--- src/rtl/unified_mem_arbiter_pkg.sv ---
// -----------------------------------------------------------------------------
// arb_pkg
// Shared definitions for the unified IF/MEM memory arbiter:
//   - arb_state_t : access sequencer states (IDLE -> ISSUE -> WAIT -> RESP)
//   - arb_owner_t : which requester owns the access in flight
//   - LAT_W       : width of the fixed-latency wait counter (MEM_LAT up to 15)
//   - STARVE_SAT  : saturation value of the IF starvation counter
// -----------------------------------------------------------------------------
package arb_pkg;

    typedef enum logic [1:0] {
        IDLE  = 2'd0,
        ISSUE = 2'd1,
        WAIT  = 2'd2,
        RESP  = 2'd3
    } arb_state_t;

    typedef enum logic [1:0] {
        OWN_NONE = 2'd0,
        OWN_IF   = 2'd1,
        OWN_D    = 2'd2
    } arb_owner_t;

    localparam int LAT_W = 4;
    localparam logic [2:0] STARVE_SAT = 3'd7;

endpackage

--- src/rtl/unified_mem_arbiter_if.sv ---
// -----------------------------------------------------------------------------
// unified_mem_arbiter_if
// Bundles the IF-stage port, the MEM-stage port and the single-port memory
// port of the arbiter.
//   slave  : arbiter side (takes requests and read data, drives acks/stalls
//            and the memory strobe)
//   master : environment side (IF stage, MEM stage and memory together)
// Parameters ADDR_W / DATA_W must match those of the arbiter instance.
// -----------------------------------------------------------------------------
interface unified_mem_arbiter_if #(
    parameter int ADDR_W = 32,
    parameter int DATA_W = 32
);
    // IF stage (read-only)
    logic              if_req_i;
    logic [ADDR_W-1:0] if_addr_i;
    logic              if_ack_o;
    logic [DATA_W-1:0] if_rdata_o;
    logic              if_stall_o;
    // MEM stage (load/store)
    logic              d_req_i;
    logic              d_we_i;
    logic [ADDR_W-1:0] d_addr_i;
    logic [DATA_W-1:0] d_wdata_i;
    logic              d_ack_o;
    logic [DATA_W-1:0] d_rdata_o;
    logic              d_stall_o;
    // memory
    logic              mem_en_o;
    logic              mem_we_o;
    logic [ADDR_W-1:0] mem_addr_o;
    logic [DATA_W-1:0] mem_wdata_o;
    logic [DATA_W-1:0] mem_rdata_i;
    // status
    logic              busy_o;

    modport slave (
        input  if_req_i, if_addr_i,
        input  d_req_i, d_we_i, d_addr_i, d_wdata_i,
        input  mem_rdata_i,
        output if_ack_o, if_rdata_o, if_stall_o,
        output d_ack_o, d_rdata_o, d_stall_o,
        output mem_en_o, mem_we_o, mem_addr_o, mem_wdata_o,
        output busy_o
    );

    modport master (
        output if_req_i, if_addr_i,
        output d_req_i, d_we_i, d_addr_i, d_wdata_i,
        output mem_rdata_i,
        input  if_ack_o, if_rdata_o, if_stall_o,
        input  d_ack_o, d_rdata_o, d_stall_o,
        input  mem_en_o, mem_we_o, mem_addr_o, mem_wdata_o,
        input  busy_o
    );
endinterface

--- src/rtl/unified_mem_arbiter_lat_timer.sv ---
// -----------------------------------------------------------------------------
// mem_lat_timer
// Load/decrement counter that times the fixed memory latency of one access.
// Ports:
//   clk_i      in  clock
//   rst_i      in  synchronous active-low reset, clears the count
//   load_i     in  load load_val_i (has priority over dec_i)
//   load_val_i in  value to load
//   dec_i      in  decrement by one, holds at zero
//   done_o     out count is zero
// -----------------------------------------------------------------------------
module mem_lat_timer
    import arb_pkg::*;
(
    input  logic             clk_i,
    input  logic             rst_i,
    input  logic             load_i,
    input  logic [LAT_W-1:0] load_val_i,
    input  logic             dec_i,
    output logic             done_o
);
    logic [LAT_W-1:0] r_cnt;

    always_ff @(posedge clk_i) begin
        if (!rst_i) begin
            r_cnt <= '0;
        end else if (load_i) begin
            r_cnt <= load_val_i;
        end else if (dec_i && (r_cnt != '0)) begin
            r_cnt <= r_cnt - 1'b1;
        end
    end

    assign done_o = (r_cnt == '0);
endmodule

--- src/rtl/unified_mem_arbiter.sv ---
// -----------------------------------------------------------------------------
// unified_mem_arbiter
// Shares one single-port memory between the IF stage (reads only) and the MEM
// stage (loads/stores). Every access runs IDLE -> ISSUE -> WAIT (MEM_LAT
// cycles) -> RESP, so a request seen in IDLE at cycle t is acked at
// t+2+MEM_LAT. The data side wins ties unless IF has lost STARVE_MAX
// consecutive contested arbitrations.
// Ports:
//   clk_i            in   clock
//   rst_i            in   synchronous active-low reset
//   bus (slave)      IF request/ack/rdata/stall, MEM-stage request/ack/
//                    rdata/stall, memory strobe/we/addr/wdata/rdata, busy
//   if_stall_cnt_o   out  cycles with if_stall_o=1 (ARB_PERF_CNT_EN only)
//   d_stall_cnt_o    out  cycles with d_stall_o=1  (ARB_PERF_CNT_EN only)
// Build option: define ARB_PERF_CNT_EN to add the saturating stall counters.
// -----------------------------------------------------------------------------
module unified_mem_arbiter
    import arb_pkg::*;
#(
    parameter int ADDR_W     = 32,
    parameter int DATA_W     = 32,
    parameter int MEM_LAT    = 2,
    parameter int STARVE_MAX = 2
) (
    input  logic                 clk_i,
    input  logic                 rst_i,
`ifdef ARB_PERF_CNT_EN
    output logic [31:0]          if_stall_cnt_o,
    output logic [31:0]          d_stall_cnt_o,
`endif
    unified_mem_arbiter_if.slave bus
);
    // ISSUE loads MEM_LAT-1 so WAIT lasts exactly MEM_LAT cycles.
    localparam logic [LAT_W-1:0] LAT_LOAD   = LAT_W'(MEM_LAT - 1);
    localparam logic [2:0]       STARVE_LIM = 3'(STARVE_MAX);

    arb_state_t        r_state;
    arb_state_t        w_state_nxt;
    arb_owner_t        r_owner;
    logic [2:0]        r_starve;
    logic              r_mem_we;
    logic [ADDR_W-1:0] r_mem_addr;
    logic [DATA_W-1:0] r_mem_wdata;
    logic [DATA_W-1:0] r_if_rdata;
    logic [DATA_W-1:0] r_d_rdata;
    logic              w_grant_if;
    logic              w_grant_d;
    logic              w_lat_load;
    logic              w_lat_dec;
    logic              w_lat_done;
    logic              w_capture;
    logic              w_if_ack;
    logic              w_d_ack;
    logic              w_if_stall;
    logic              w_d_stall;

    assign w_lat_load = (r_state == ISSUE);
    assign w_lat_dec  = (r_state == WAIT);
    assign w_capture  = (r_state == WAIT) && w_lat_done;

    mem_lat_timer u_lat_timer (
        .clk_i      (clk_i),
        .rst_i      (rst_i),
        .load_i     (w_lat_load),
        .load_val_i (LAT_LOAD),
        .dec_i      (w_lat_dec),
        .done_o     (w_lat_done)
    );

    always_ff @(posedge clk_i) begin
        if (!rst_i) begin
            r_state <= IDLE;
        end else begin
            r_state <= w_state_nxt;
        end
    end

    always_comb begin
        w_state_nxt = r_state;
        w_grant_if  = 1'b0;
        w_grant_d   = 1'b0;
        case (r_state)
            IDLE: begin
                // IF wins when alone or when it has been starved long enough.
                if (bus.if_req_i && (!bus.d_req_i || (r_starve >= STARVE_LIM))) begin
                    w_grant_if = 1'b1;
                end else if (bus.d_req_i) begin
                    w_grant_d = 1'b1;
                end
                if (w_grant_if || w_grant_d) begin
                    w_state_nxt = ISSUE;
                end
            end
            ISSUE:   w_state_nxt = WAIT;
            WAIT:    if (w_lat_done) w_state_nxt = RESP;
            RESP:    w_state_nxt = IDLE;
            default: w_state_nxt = IDLE;
        endcase
    end

    always_ff @(posedge clk_i) begin
        if (!rst_i) begin
            r_owner     <= OWN_NONE;
            r_starve    <= '0;
            r_mem_we    <= 1'b0;
            r_mem_addr  <= '0;
            r_mem_wdata <= '0;
            r_if_rdata  <= '0;
            r_d_rdata   <= '0;
        end else begin
            if (w_grant_if) begin
                r_owner    <= OWN_IF;
                r_mem_we   <= 1'b0;
                r_mem_addr <= bus.if_addr_i;
                r_starve   <= '0;
            end
            if (w_grant_d) begin
                r_owner     <= OWN_D;
                r_mem_we    <= bus.d_we_i;
                r_mem_addr  <= bus.d_addr_i;
                r_mem_wdata <= bus.d_wdata_i;
                // Only a contested loss counts as starvation.
                if (bus.if_req_i && (r_starve != STARVE_SAT)) begin
                    r_starve <= r_starve + 3'd1;
                end
            end
            if (w_capture) begin
                if (r_owner == OWN_IF) begin
                    r_if_rdata <= bus.mem_rdata_i;
                end else if ((r_owner == OWN_D) && !r_mem_we) begin
                    r_d_rdata <= bus.mem_rdata_i;
                end
            end
            if (r_state == RESP) begin
                r_owner <= OWN_NONE;
            end
        end
    end

    assign w_if_ack   = (r_state == RESP) && (r_owner == OWN_IF);
    assign w_d_ack    = (r_state == RESP) && (r_owner == OWN_D);
    assign w_if_stall = bus.if_req_i && !w_if_ack;
    assign w_d_stall  = bus.d_req_i && !w_d_ack;

    assign bus.if_ack_o    = w_if_ack;
    assign bus.d_ack_o     = w_d_ack;
    assign bus.if_stall_o  = w_if_stall;
    assign bus.d_stall_o   = w_d_stall;
    assign bus.if_rdata_o  = r_if_rdata;
    assign bus.d_rdata_o   = r_d_rdata;
    assign bus.mem_en_o    = (r_state == ISSUE);
    assign bus.mem_we_o    = r_mem_we;
    assign bus.mem_addr_o  = r_mem_addr;
    assign bus.mem_wdata_o = r_mem_wdata;
    assign bus.busy_o      = (r_state != IDLE);

`ifdef ARB_PERF_CNT_EN
    logic [31:0] r_if_stall_cnt;
    logic [31:0] r_d_stall_cnt;

    always_ff @(posedge clk_i) begin
        if (!rst_i) begin
            r_if_stall_cnt <= '0;
            r_d_stall_cnt  <= '0;
        end else begin
            if (w_if_stall && (r_if_stall_cnt != 32'hFFFF_FFFF)) begin
                r_if_stall_cnt <= r_if_stall_cnt + 32'd1;
            end
            if (w_d_stall && (r_d_stall_cnt != 32'hFFFF_FFFF)) begin
                r_d_stall_cnt <= r_d_stall_cnt + 32'd1;
            end
        end
    end

    assign if_stall_cnt_o = r_if_stall_cnt;
    assign d_stall_cnt_o  = r_d_stall_cnt;
`endif
endmodule

--- src/flat_wrapper.sv ---
// flat-port wrapper written by rule: the top's interface ports become plain ports
module unified_mem_arbiter_flat import arb_pkg::*;
#(
    parameter int ADDR_W     = 32,
    parameter int DATA_W     = 32,
    parameter int MEM_LAT    = 2,
    parameter int STARVE_MAX = 2
)
  (clk_i, rst_i, bus_if_req_i, bus_if_addr_i, bus_d_req_i, bus_d_we_i, bus_d_addr_i, bus_d_wdata_i, bus_mem_rdata_i, bus_if_ack_o, bus_if_rdata_o, bus_if_stall_o, bus_d_ack_o, bus_d_rdata_o, bus_d_stall_o, bus_mem_en_o, bus_mem_we_o, bus_mem_addr_o, bus_mem_wdata_o, bus_busy_o);
  unified_mem_arbiter_if #(.ADDR_W(ADDR_W), .DATA_W(DATA_W)) bus_i ();
  input  logic clk_i;
  input  logic rst_i;
  input wire logic [$bits(bus_i.if_req_i)-1:0] bus_if_req_i;
  input wire logic [$bits(bus_i.if_addr_i)-1:0] bus_if_addr_i;
  input wire logic [$bits(bus_i.d_req_i)-1:0] bus_d_req_i;
  input wire logic [$bits(bus_i.d_we_i)-1:0] bus_d_we_i;
  input wire logic [$bits(bus_i.d_addr_i)-1:0] bus_d_addr_i;
  input wire logic [$bits(bus_i.d_wdata_i)-1:0] bus_d_wdata_i;
  input wire logic [$bits(bus_i.mem_rdata_i)-1:0] bus_mem_rdata_i;
  output wire logic [$bits(bus_i.if_ack_o)-1:0] bus_if_ack_o;
  output wire logic [$bits(bus_i.if_rdata_o)-1:0] bus_if_rdata_o;
  output wire logic [$bits(bus_i.if_stall_o)-1:0] bus_if_stall_o;
  output wire logic [$bits(bus_i.d_ack_o)-1:0] bus_d_ack_o;
  output wire logic [$bits(bus_i.d_rdata_o)-1:0] bus_d_rdata_o;
  output wire logic [$bits(bus_i.d_stall_o)-1:0] bus_d_stall_o;
  output wire logic [$bits(bus_i.mem_en_o)-1:0] bus_mem_en_o;
  output wire logic [$bits(bus_i.mem_we_o)-1:0] bus_mem_we_o;
  output wire logic [$bits(bus_i.mem_addr_o)-1:0] bus_mem_addr_o;
  output wire logic [$bits(bus_i.mem_wdata_o)-1:0] bus_mem_wdata_o;
  output wire logic [$bits(bus_i.busy_o)-1:0] bus_busy_o;
  assign bus_i.if_req_i = bus_if_req_i;
  assign bus_i.if_addr_i = bus_if_addr_i;
  assign bus_i.d_req_i = bus_d_req_i;
  assign bus_i.d_we_i = bus_d_we_i;
  assign bus_i.d_addr_i = bus_d_addr_i;
  assign bus_i.d_wdata_i = bus_d_wdata_i;
  assign bus_i.mem_rdata_i = bus_mem_rdata_i;
  assign bus_if_ack_o = bus_i.if_ack_o;
  assign bus_if_rdata_o = bus_i.if_rdata_o;
  assign bus_if_stall_o = bus_i.if_stall_o;
  assign bus_d_ack_o = bus_i.d_ack_o;
  assign bus_d_rdata_o = bus_i.d_rdata_o;
  assign bus_d_stall_o = bus_i.d_stall_o;
  assign bus_mem_en_o = bus_i.mem_en_o;
  assign bus_mem_we_o = bus_i.mem_we_o;
  assign bus_mem_addr_o = bus_i.mem_addr_o;
  assign bus_mem_wdata_o = bus_i.mem_wdata_o;
  assign bus_busy_o = bus_i.busy_o;
  unified_mem_arbiter #(.ADDR_W(ADDR_W), .DATA_W(DATA_W), .MEM_LAT(MEM_LAT), .STARVE_MAX(STARVE_MAX)) u_core (.clk_i(clk_i), .rst_i(rst_i), .bus(bus_i));
endmodule
--- config.mk ---
export PLATFORM = sky130hd
export DESIGN_NAME = unified_mem_arbiter_flat
export DESIGN_NICKNAME = d
export VERILOG_FILES = /design/src/rtl/unified_mem_arbiter_pkg.sv /design/src/rtl/unified_mem_arbiter_if.sv /design/src/rtl/unified_mem_arbiter_lat_timer.sv /design/src/rtl/unified_mem_arbiter.sv /design/src/flat_wrapper.sv
export SDC_FILE = /design/constraint.sdc
export NUM_CORES = 1
export LEC_CHECK = 0
export ABC_CLOCK_PERIOD_IN_PS = 1550
export CORE_ASPECT_RATIO = 0.5
export CORE_MARGIN = 2
export CORE_UTILIZATION = 35
export DETAILED_ROUTE_END_ITERATION = 12
export PLACE_DENSITY = 0.72
export REMOVE_ABC_BUFFERS = 1
export SLEW_MARGIN = 20
export SYNTH_ARGS = -nofsm -noshare
export SYNTH_HDL_FRONTEND = slang
export SYNTH_SLANG_ARGS = --single-unit
export TNS_END_PERCENT = 10
--- constraint.sdc ---
create_clock -name clk_i -period 1.55 [get_ports clk_i]
set_input_delay 0.465 -clock clk_i [delete_from_list [all_inputs] [get_ports clk_i]]
set_output_delay 0.465 -clock clk_i [all_outputs]
set_load 0.005 [all_outputs]
==> impl_metrics.tcl <==
set metrics [dict create \
    grt_pass1_vias 5505 \
    num_vias 5730 \
    cts.path.max_buffers 2 \
    grt_max_degree 58 \
    final.setup.worst_slack_ns -0.358 \
    drive_gt1_share_pct 14.5 \
    antennaDiodeCount 0 \
    dpl.hpwl_mm 13.1 \
    fin_skew_ns 0.0143 \
    critical_path_arrival_ns 1.44 \
    power_leakage_nw 4.73 \
    synth_area_leaders "dfxtp_1, mux2i_1, nand2_1" \
    syn_inst 652 \
    yosysWarnings 0 \
    clk_pin_slew_ns 0.06 \
    endpoint_kind "output port" \
    ys_types 40 \
    gp_congestion 0.776 \
    netlist_top_cells_count "nand2_1, dfxtp_1, mux2i_1" \
    die-area_um2 18100 \
    ys.flop_type "dfxtp_1" \
    violations "setup timing" \
    timing.fmax_ghz 0.524 \
    drt_pass1_iterations 4 \
    netlist_area_um2 5940 \
    first_iter_violations 240 \
    finalSetupViolCount 66 \
    cp_max_fo 2 \
    worst_slew_pin_slew_ns 0.505 \
    cts_made_buffers 17 \
    ys_ff_latch 140 \
    rows 33 \
    cts_sinks 140 \
    yosysSeqAreaShare_pct 47.2 \
    fin_util_pct 60.7 \
    synth_edf_count 0 \
    wirelength_mm 19.3 \
    maxCapViolations 0 \
    grt_pass1_wl_mm 28.0 \
    initial_core_util_pct 36.0 \
    fin_crit_sh_pct 123 \
    slew_headroom_pct 66.3 \
    cts_root_buf "clkbuf_16" \
    syn_to_final_growth_pct 68.3 \
    pre_cts_slack_ns -0.497 \
    overflow 0 \
    chipWidth_um 188 \
    synth_top_cell_area_share_pct 47.2 \
    required_ns 1.08 \
    crit_type "reg2out" \
    min_period_ns 1.91 \
    ios 268 \
    stdcell_area_um2 9990 \
    start_kind "flip-flop" \
    hp-class "in2reg" \
    yosysMostFrequentCell "nand2_1" \
    ctsHoldBuffers 0 \
    ant_nets 0 \
    power_density_nw_per_um2 1360 \
    async_flop_share_pct 0 \
    maxSlewViolCount 0 \
    rsz0062_at_grt "true" \
    track_usage_pct 19.4 \
    vias_per_cell 4.87 \
    portBuffers 267 \
    grt_antenna_before_repair 0 \
    clock_latency_ns 0.42 \
    place_area_um2 9110 \
    core_um2 16500 \
    nets 1077 \
    drc 0 \
    ir_drop_mv 0.973 \
    status "complete, but fails checks" \
    cts_htree_levels 4 \
    dieHeight_um 96.1 \
    avgSynthCellArea_um2 9.10 \
    tns_ns -3.70 \
    cts_tree "built" \
    hold_viol 0 \
    wl_per_cell_um 16.5 \
    synth_top_cell_by_area "dfxtp_1" \
]
==> path summary, 6_finish.rpt <==
path / cells past startpoint / to / from / slack, ns
max: 5 / bus_d_stall_o / u_core.r_state[0] / -0.36
min: 2 / u_core.r_state[0] / rst_i / 0.34
max reg2reg: 8 / u_core.bus.mem_addr_o[4] / u_core.r_state[1] / -0.08
min reg2reg: 2 / u_core.bus.mem_wdata_o[18] / u_core.bus.mem_wdata_o[18] / 0.45
==> kinds of logic after synthesis <==
logic type	Yosys count	share of synthesized area [%]
adder cells (fa/ha/maj)	8	1.69
XOR/XNOR	1	0.148
multiplexers	97	16.4
buffers and inverters	66	5.10
AND/OR/NAND/NOR	257	18.8
flip-flops	140	47.2
AO/OA/AOI/OAI	83	10.6
==> layout by cell type, fill, tap and decap left out, types with 2 or more instances in the layout <==
| cell type | n |
|---|---|
| nand2_1 | 164 |
| clkdlybuf4s50_1 | 131 |
| dfxtp_1 | 130 |
| dlygate4sd2_1 | 128 |
| mux2i_1 | 96 |
| nand3_1 | 66 |
| o211ai_1 | 65 |
| buf_4 | 29 |
| clkbuf_16 | 25 |
| buf_12 | 14 |
| dfxtp_2 | 10 |
| buf_6 | 7 |
| inv_1 | 4 |
| nor2_1 | 4 |
| ha_4 | 4 |
| inv_6 | 4 |
| a21oi_1 | 3 |
| clkbuf_8 | 3 |
| clkinvlp_4 | 3 |
| inv_2 | 2 |
| nor2b_4 | 2 |
| and2_4 | 2 |
| nor2b_1 | 2 |
| nor3_1 | 2 |
| o221a_2 | 2 |
| nand3_4 | 2 |
| ha_2 | 2 |
| ha_1 | 2 |
| bufinv_16 | 2 |
| clkdlybuf4s15_2 | 2 |
| buf_2 | 2 |
==> routing by layer <==
metal / share of wire, % / GRT usage, %
met3: 4.1 / 4.01
met4: 2.5 / 7.22
met5: 0 / 0
met2: 53 / 36.9
met1: 41 / 21.9
==> through the flow <==
step	power (mW)	hold slack [ns]	instances
2_1_floorplan	6.21	0.451	593
3_3_place_gp	8.78	0.443	1131
3_5_place_dp	8.88	0.451	1131
4_1_cts	12.9	0.323	1165
5_1_grt	14.2	0.330	1176
6_report	13.6	0.336	1176
==> worst max-delay path, cell delays in order, from the launching register on <==
cell	delay [ns]
dfxtp_2	0.34
ha_4	0.16
and3b_2	0.21
buf_6	0.12
nor2b_4	0.09
buf_2	0.12
==> sequential cells by signal, indices dropped and copies added, names as in the netlist <==
| name | cells |
|---|---|
| u_core.bus.d_rdata_o | 32 |
| u_core.bus.if_rdata_o | 32 |
| u_core.bus.mem_addr_o | 32 |
| u_core.bus.mem_wdata_o | 32 |
| u_core.bus.mem_we_o | 1 |
| u_core.r_owner | 2 |
| u_core.r_starve | 3 |
| u_core.r_state | 2 |
| u_core.u_lat_timer.r_cnt | 4 |
==> repair_timing <==
item | CTS | global route
endpoints found under the setup margin | 255 | 135
setup buffers | 2 | 3
resized for setup | 186 | 20
pin swaps | 5 | 14
hold endpoints to repair | 0 | 0
cloned | 0 | 8
==> area by class of cell <==
cell class	instances	area, µm²
Sequential cell	140	2820
Clock inverter	11	131
Clock buffer	21	470
Inverter	7	28.8
Fill cell	1398	6480
Timing Repair Buffer	324	3270
Tap cell	227	284
Multi-Input combinational cell	446	2990
==> report_power, final <==
group	switching [mW]	total (mW)	internal [mW]
clock network	1.64	4.16	2.52
registers	0.298	4.49	4.19
logic	2.27	4.95	2.68
Note: power is estimated with default switching activity, not from simulation.
